File: config.mk
export PLATFORM = sky130hd
export DESIGN_NAME = instruction_fetch_unit
export DESIGN_NICKNAME = d
export VERILOG_FILES = /design/src/rtl/ifu_pkg.sv /design/src/rtl/fetch_wait_counter.sv /design/src/rtl/instruction_fetch_unit.sv
export SDC_FILE = /design/constraint.sdc
export NUM_CORES = 1
export LEC_CHECK = 0
export ABC_AREA = 1
export CORE_AREA = 2 2 144 203
export CTS_BUF_LIST = sky130_fd_sc_hd__clkbuf_4
export CTS_CLUSTER_DIAMETER = 50
export CTS_CLUSTER_SIZE = 40
export DETAILED_ROUTE_END_ITERATION = 7
export DIE_AREA = 0 0 146 205
export SYNTH_ARGS = -nofsm -noshare
export SYNTH_HDL_FRONTEND = slang
export SYNTH_SLANG_ARGS = --single-unit
File: constraint.sdc
create_clock -name CLK -period 1.66 [get_ports CLK]
set_input_delay 0.498 -clock CLK [delete_from_list [all_inputs] [get_ports CLK]]
set_output_delay 0.498 -clock CLK [all_outputs]
set_load 0.1 [all_outputs]
File: src/rtl/ifu_pkg.sv
// ---------------------------------------------------------------------------
// ifu_pkg
// Shared types and constants for the instruction fetch unit.
//   PC_W        : program counter / address width
//   INSTR_W     : instruction word width
//   INSTR_BYTES : bytes per instruction (PC increment)
//   ST_*        : fetch state encodings, also exposed as ifu_state_e
// ---------------------------------------------------------------------------
package ifu_pkg;

  localparam int PC_W        = 64;
  localparam int INSTR_W     = 32;
  localparam int INSTR_BYTES = 4;

  localparam logic [1:0] ST_EMPTY = 2'd0;
  localparam logic [1:0] ST_FULL  = 2'd1;
  localparam logic [1:0] ST_FAULT = 2'd2;

  typedef enum logic [1:0] {
    EMPTY = ST_EMPTY,
    FULL  = ST_FULL,
    FAULT = ST_FAULT
  } ifu_state_e;

endpackage

File: src/rtl/fetch_wait_counter.sv
// ---------------------------------------------------------------------------
// fetch_wait_counter
// Counts cycles the fetch address has been stable. Clears on srst or clear,
// increments while en is high, saturates at MAX.
//   clk     : clock
//   srst    : synchronous active-high reset
//   clear   : address changes this cycle, restart the count
//   en      : count enable
//   data_ok : memory data is valid for the current address
//             (count >= MAX-1, i.e. MAX cycles of stable address)
// ---------------------------------------------------------------------------
module fetch_wait_counter #(
  parameter int MAX = 2
) (
  input  logic clk,
  input  logic srst,
  input  logic clear,
  input  logic en,
  output logic data_ok
);

  localparam int CNT_W = (MAX < 2) ? 1 : $clog2(MAX + 1);
  localparam logic [CNT_W-1:0] SAT   = CNT_W'(MAX);
  localparam logic [CNT_W-1:0] OK_AT = CNT_W'(MAX - 1);

  logic [CNT_W-1:0] cnt_reg;

  always_ff @(posedge clk) begin
    if (srst || clear) begin
      cnt_reg <= '0;
    end else if (en && (cnt_reg != SAT)) begin
      cnt_reg <= cnt_reg + 1'b1;
    end
  end

  // The cycle that sees count MAX-1 is the MAX-th cycle with a stable address.
  assign data_ok = (cnt_reg >= OK_AT);

endmodule

File: src/rtl/instruction_fetch_unit.sv
// ---------------------------------------------------------------------------
// instruction_fetch_unit
// Requester side of the instruction memory interface. Owns the PC, waits out
// the memory read latency, captures the instruction word and hands it to
// decode with a valid/ready handshake. Accepts PC redirects from branches.
//
// Ports:
//   CLK        in   clock
//   Reset      in   synchronous active-high reset
//   Address    out  instruction memory address (registered PC)
//   Data       in   instruction word from memory
//   Instr      out  captured instruction
//   InstrPC    out  address Instr was fetched from
//   InstrValid out  Instr/InstrPC valid
//   InstrReady in   decode accepts Instr this cycle
//   Redirect   in   load RedirectPC and drop any pending/held fetch
//   RedirectPC in   redirect target
//   Fault      out  sticky bounds/alignment fault
//
// Build option: define IFU_BOUNDS_CHECK_EN to enable the bounds/alignment
// check and the FAULT state. Without it Fault is tied low and the PC wraps
// freely with its low bits untouched.
// ---------------------------------------------------------------------------
module instruction_fetch_unit
  import ifu_pkg::*;
#(
  parameter logic [PC_W-1:0] RESET_PC  = 64'h0,
  parameter int              RD_WAIT   = 2,
  parameter int              MEM_BYTES = 160
) (
  input  logic               CLK,
  input  logic               Reset,
  output logic [PC_W-1:0]    Address,
  input  logic [INSTR_W-1:0] Data,
  output logic [INSTR_W-1:0] Instr,
  output logic [PC_W-1:0]    InstrPC,
  output logic               InstrValid,
  input  logic               InstrReady,
  input  logic               Redirect,
  input  logic [PC_W-1:0]    RedirectPC,
  output logic               Fault
);

`ifdef IFU_BOUNDS_CHECK_EN
  localparam bit BOUNDS_EN = 1'b1;
`else
  localparam bit BOUNDS_EN = 1'b0;
`endif

  logic [PC_W-1:0]    pc_reg;
  logic [INSTR_W-1:0] instr_reg;
  logic [PC_W-1:0]    instr_pc_reg;
  ifu_state_e         state_reg;

  logic data_ok;
  logic valid;
  logic in_fault;
  logic transfer;
  logic would_load;
  logic pc_bad;
  logic fault_entry;
  logic load;
  logic redirect_take;

  assign valid    = (state_reg == FULL);
  assign in_fault = BOUNDS_EN && (state_reg == FAULT);
  assign transfer = valid && InstrReady;

  // A fetch can complete when data has settled and the output slot is free
  // or being emptied this cycle.
  assign would_load = data_ok && (!valid || InstrReady) && !in_fault;

  assign pc_bad = (pc_reg[1:0] != 2'b00) || (pc_reg >= PC_W'(MEM_BYTES));

  // Fault entry outranks a same-cycle Redirect, so a bad PC cannot be
  // escaped by redirecting on the very cycle its fetch completes.
  assign fault_entry   = BOUNDS_EN && would_load && pc_bad;
  assign redirect_take = Redirect && !in_fault && !fault_entry;
  assign load          = would_load && !Redirect && !fault_entry;

  fetch_wait_counter #(
    .MAX (RD_WAIT)
  ) u_wait (
    .clk     (CLK),
    .srst    (Reset),
    .clear   (load || redirect_take),
    .en      (1'b1),
    .data_ok (data_ok)
  );

  always_ff @(posedge CLK) begin
    if (Reset) begin
      pc_reg       <= RESET_PC;
      instr_reg    <= '0;
      instr_pc_reg <= '0;
      state_reg    <= EMPTY;
    end else if (fault_entry) begin
      // PC frozen, held instruction discarded.
      state_reg <= FAULT;
    end else if (in_fault) begin
      state_reg <= FAULT;
    end else if (redirect_take) begin
      // A same-cycle transfer has already been consumed by decode; anything
      // not transferred is simply dropped.
      pc_reg    <= RedirectPC;
      state_reg <= EMPTY;
    end else if (load) begin
      instr_reg    <= Data;
      instr_pc_reg <= pc_reg;
      pc_reg       <= pc_reg + PC_W'(INSTR_BYTES);
      state_reg    <= FULL;
    end else if (transfer) begin
      state_reg <= EMPTY;
    end
  end

  assign Address    = pc_reg;
  assign Instr      = instr_reg;
  assign InstrPC    = instr_pc_reg;
  assign InstrValid = valid;
  assign Fault      = in_fault;

endmodule

## Word level (Yosys, flattened, before mapping)

Index checks and enable logic that the tools add are counted.

- Flip-flop bits (word level): 163
- Logic and storage cells: 26
- Output and inout port bits: 162
- Input bits: 100

- Bitwise gates (word level): 1
- Equal/unequal tests: 1
- Add/subtract/negate cells: 2
- Order comparisons: 1
- Reduce and logical (&&, ||, !) cells: 12
- Multiplexer cells: 4

Operators by type and width:

| kind | count |
|---|---|
| 64-bit two-way mux | 2 |
| 64-bit by 3-bit adder with 64-bit output, second input constant | 1 |
| 2-bit nonzero test | 2 |
| 1-bit logical AND | 3 |
| 1-bit logical OR | 3 |
| 2-bit by 1-bit adder with 2-bit output, second input constant | 1 |
| 2-bit by 1-bit greater-or-equal comparator with 1-bit output, second input constant | 1 |
| 1-bit zero test | 2 |
| 1-bit two-way mux | 2 |
| 2-bit inequality test, second input constant | 1 |
| 2-bit AND reduction | 1 |
| 2-bit OR reduction | 1 |
| 1-bit inverter | 1 |

## Logic depth before layout (Yosys ltp)

- Depth in word-level cells: 6
- Mapped depth: 13
- Mapped depth without buffers: 12

## Modules after synthesis

A second synthesis with hierarchy kept.

- Cells, all modules: 1294
- Area, all modules: 8434.3 um^2

Modules (own cells, without submodules):

| module | times used | area each (um^2) | seq. area each (um^2) | cells each |
|---|---|---|---|---|
| instruction_fetch_unit | 1 | 8304.2 | 3223.1 | 1274 |
| fetch_wait_counter | 1 | 130.1 | 40.0 | 20 |

## Worst setup path before layout

No wires, ideal clock.

- Path kind: reg-to-reg
- From: register pc_reg[3] (netlist: Address[3])
- To: register pc_reg[54] (netlist: Address[54])
- Cell stages (with the launch flop): 13
- Setup time: 110 ps
- Arrival time: 2309 ps
- Setup slack: -759 ps
- Cell sequence: dfxtp_1 -> ha_1 -> nand2_2 -> nor2_4 -> nand2_2 -> nor2_4 -> nand2_2 -> nor2_4 -> nand2_1 -> nand2_1 -> nand3b_1 -> nand2_1 -> inv_1

- Word-level cells in the longest chain between the ends: 3

RTL lines:

| item | RTL line | text |
|---|---|---|
| from (decl) | instruction_fetch_unit.sv:50 | `logic [PC_W-1:0] pc_reg;` |
| from (signal assigned) | instruction_fetch_unit.sv:105 | `pc_reg <= RedirectPC;` |
| from (signal assigned) | instruction_fetch_unit.sv:110 | `pc_reg <= pc_reg + PC_W'(INSTR_BYTES);` |
| 64-bit by 3-bit adder with 64-bit output | instruction_fetch_unit.sv:110 |  |
| 64-bit two-way mux | instruction_fetch_unit.sv:107 | `end else if (load) begin` |
| 64-bit two-way mux | instruction_fetch_unit.sv:102 | `end else if (redirect_take) begin` |

Every way passes these cells. The select of a mux whose other input is x is not followed.
A chain may end at the register's enable or synchronous reset.

## Worst setup path after layout

- From: register pc_reg[13] (netlist: Address[13])
- To: register pc_reg[58] (netlist: Address[58])

The elaborated chain is that of the path after synthesis.

==> impl_metrics.ini <==
[setup_path]
crit_path_max_incr_delay_ns = 0.38
critPathLaunchType = register
slowest_stage = dfxtp_4
worstPathRequired_ns = 2.18
r2r_start = Address[13]
path_class = reg -> reg
crit_family = simple AND/OR/NAND/NOR gates
r2r_setup_slack_ns = -0.28
cp-end-kind = register
rr_endpoint = Address[58]
crit_fanout = 4
crit_path_frequent_cell = nand2_1
worst-path-buf-inv = 3
reg2reg_depth = 13
path_cells = buf_4 > nand2_1 > nor2_1 > nand2_1 > nor2_4 > buf_12 > nand2_4 > nor2_4 > nand2_1 > nand2_1 > nand3b_1 > nand2_1 > inv_1
crit_arrival_ns = 2.46

[floorplan]
initial_utilization_pct = 29.6
num_io_pins = 262
dieArea_mm2 = 0.0299
coreArea_mm2 = 0.0281
die_y_um = 205
fp-row-count = 73
fp.dieW_um = 146

[logic_synthesis]
synthCells = 1280
synthFlopType = dfxtp_1
synth_common_cells = nand2_1 (308), nor2_1 (221), dfxtp_1 (163), inv_1 (155), o21ai_0 (101)
netlist_area_mm2 = 0.00832
ys_seq_elements = 163
synthArstFlopShare_pct = 0
synth_nets = 1383
seq_area_frac_synth_pct = 39.2
synth_cell_types = 42
synthDominantCellAreaShare_pct = 39.2
syn_area_per_cell_um2 = 6.50
ys_warn_count = 0
synthTopCellsByArea = dfxtp_1 (39%), nand2_1 (14%), nor2_1 (10%)
yosysMostFrequentCell = nand2_1
synth_top_area_cell = dfxtp_1
synth_edf_count = 0

[clock_tree]
numCtsBuffers = 17
clock_sinks = 163
cts_tree = done
clk_latency_ns = 0.62
clk_path_buf_depth = 2
htree_levels = 4
cts.root.buffer_cell = clkbuf_4
path_clk_slew_ns = 0.16

[job]
maxCapViolations = 0

[timing]
setup_viol = 188
slew_viol_final = 0
final.min_clock_period_ns = 1.94
max_freq_mhz = 516
slew_headroom_pct = 61.5
skew_ns = 0.0328
grt_setup_unrepaired = yes
worstMarginPinSlew_ns = 0.578
post-route-worst-setup-slack_ns = -0.278
hold_violations = 0
finalCritPeriodShare_pct = 117

[layout]
fillCellCount = 2251
design_area_mm2 = 0.0178
drive_gt1_share_pct = 49.2
num-nets-final = 1914
area_growth_pct = 114

[power_and_ir_drop]
p_sw_w = 0.00469
power.density_mw_per_mm2 = 691
ir_drop_mv = 0.487
p_seq_share_pct = 35.7
clockPowerShare_pct = 24.8
intPower_w = 0.00759
power_frac_comb_pct = 39.5
sw_frac_of_total_pct = 38.2
power.leakage_nw = 7.69

[global_route]
groute.usage.overall_pct = 23.6
grt_max_degree = 53
grt_pass1_vias = 10400
overflow = 0
grt_pass1_wl_um = 55700
antenna_found_initial = 2

[route]
drc = 0
viasPerCell = 4.92
first_pass_iters = 7
drt_iter0_markers = 736
wl_um = 39700
wl_per_cell_um = 18.0
ant_nets = 0
vias = 10800

[placement]
portBuffers = 260
place_congestion = 0.885
place_ws_ns = -0.613
dpl_cell_area_mm2 = 0.0142
dp_hpwl_um = 25600

[hold_path]
min_path_cells = 3
min_from = Reset
min_to = InstrPC[23]
worstHoldPathType = in -> reg

[run_status]
failed_checks = setup timing
status = finished, violations left
worst max path at each step:
stage / start / endpoint / cells past startpoint
after global routing: Address[13] / Address[46] / 12
after CTS: Address[4] / Address[4] / 2
after floorplan: Address[2] / Address[54] / 12
after global placement: InstrReady / Address[23] / 10
final: Address[13] / Address[58] / 13
after detailed placement: InstrReady / Address[23] / 10
metal layers:
metal  share of wire, %  global-route usage, %  wire [um]
met5                  0                      0          0
met4                4.5                   11.1       1800
met3                5.4                   4.14       2130
met2                 52                   43.1      20800
met1                 38                   26.7      14900
logic make-up (layout without fill, tap and decap cells):
family	count (synthesis)	count (layout)	synth area share, %
AO/OA/AOI/OAI	182	182	12.3
XOR/XNOR	5	5	0.526
adder cells (fa/ha/maj)	3	3	0.451
buffers and inverters	218	762	10.2
flip-flops	163	163	39.2
multiplexers	1	1	0.120
other	1	3	0.0451
AND/OR/NAND/NOR	707	707	37.2
worst reg2reg max path, delay by kind of cell (launching register included):
family,cells,cell delay [ns]
flip-flops,1,0.38
AND/OR/NAND/NOR,10,1.18
buffers and inverters,3,0.29
what timing repair did:
item,4_1_cts,5_1_grt
gates resized for setup,238,278
gates cloned,5,13
buffers inserted,103,49
hold buffers,0,0
pin swaps,29,58
endpoints found under the setup margin,309,305
endpoints found under the hold margin,0,0
layout make-up:
| cell class | count | area (um^2) | share of cell area, % |
|---|---|---|---|
| Timing Repair Buffer | 570 | 7340 | 41.3 |
| Multi-Input combinational cell | 899 | 5300 | 29.8 |
| Sequential cell | 163 | 3660 | 20.6 |
| Inverter | 159 | 609 | 3.43 |
| Tap cell | 375 | 469 | 2.64 |
| Clock inverter | 15 | 238 | 1.34 |
| Clock buffer | 17 | 128 | 0.718 |
| Timing Repair inverter | 1 | 20.0 | 0.113 |
| Antenna cell | 2 | 5.00 | 0.0282 |
power groups by stage:
stage / Combinational [W] / Clock, W / Sequential [W]
after floorplan: 0.000652 / 0 / 0.00601
after global placement: 0.00394 / 0 / 0.00451
after detailed placement: 0.00396 / 0 / 0.00451
after CTS: 0.00438 / 0.00310 / 0.00439
after global routing: 0.00502 / 0.00328 / 0.00441
final: 0.00484 / 0.00305 / 0.00439
metrics by stage:
| step | total power, W | cells | utilization, % | hold slack [ns] | setup TNS, ns |
|---|---|---|---|---|---|
| floorplan | 0.00666 | 1280 | - | 0.510 | -0.546 |
| global placement | 0.00845 | 2003 | 50.6 | 0.480 | -74.56 |
| detailed placement | 0.00847 | 2003 | 50.6 | 0.480 | -81.40 |
| CTS | 0.0119 | 2141 | 57.4 | 0.256 | -12.83 |
| global route | 0.0127 | 2201 | 63.2 | 0.328 | -30.05 |
| finish | 0.0123 | 2201 | 63.2 | 0.336 | -12.03 |
placed cells by master, fill, tap and decap left out, types with 3 or more instances in the layout:
cell             instances
nand2_1                267
a31oi_1                  7
buf_8                    8
o211ai_1                 9
xor2_1                   4
a21oi_1                 22
nand3_2                 17
buf_16                   3
o211a_1                  6
dfxtp_2                 85
buf_12                 187
nor2_4                  64
nand4_1                 21
buf_4                  210
inv_1                  150
o21ai_0                 89
clkinv_4                 4
clkinv_1                 4
clkbuf_16               10
o21ai_1                 14
a211oi_2                10
o21ai_2                  3
clkdlybuf4s50_1         97
a21oi_2                 14
nand3b_1                16
nor2_2                  39
buf_6                   52
nand2_4                 23
nor2_1                 137
nand3_4                  4
nor3_1                   5
nand3_1                 64
nor3_2                   6
nand2_2                 27
bufinv_16                6
dfxtp_4                 78
clkbuf_4                17
buf_2                    3
inv_2                    6
(Power assumes the default switching activity.)
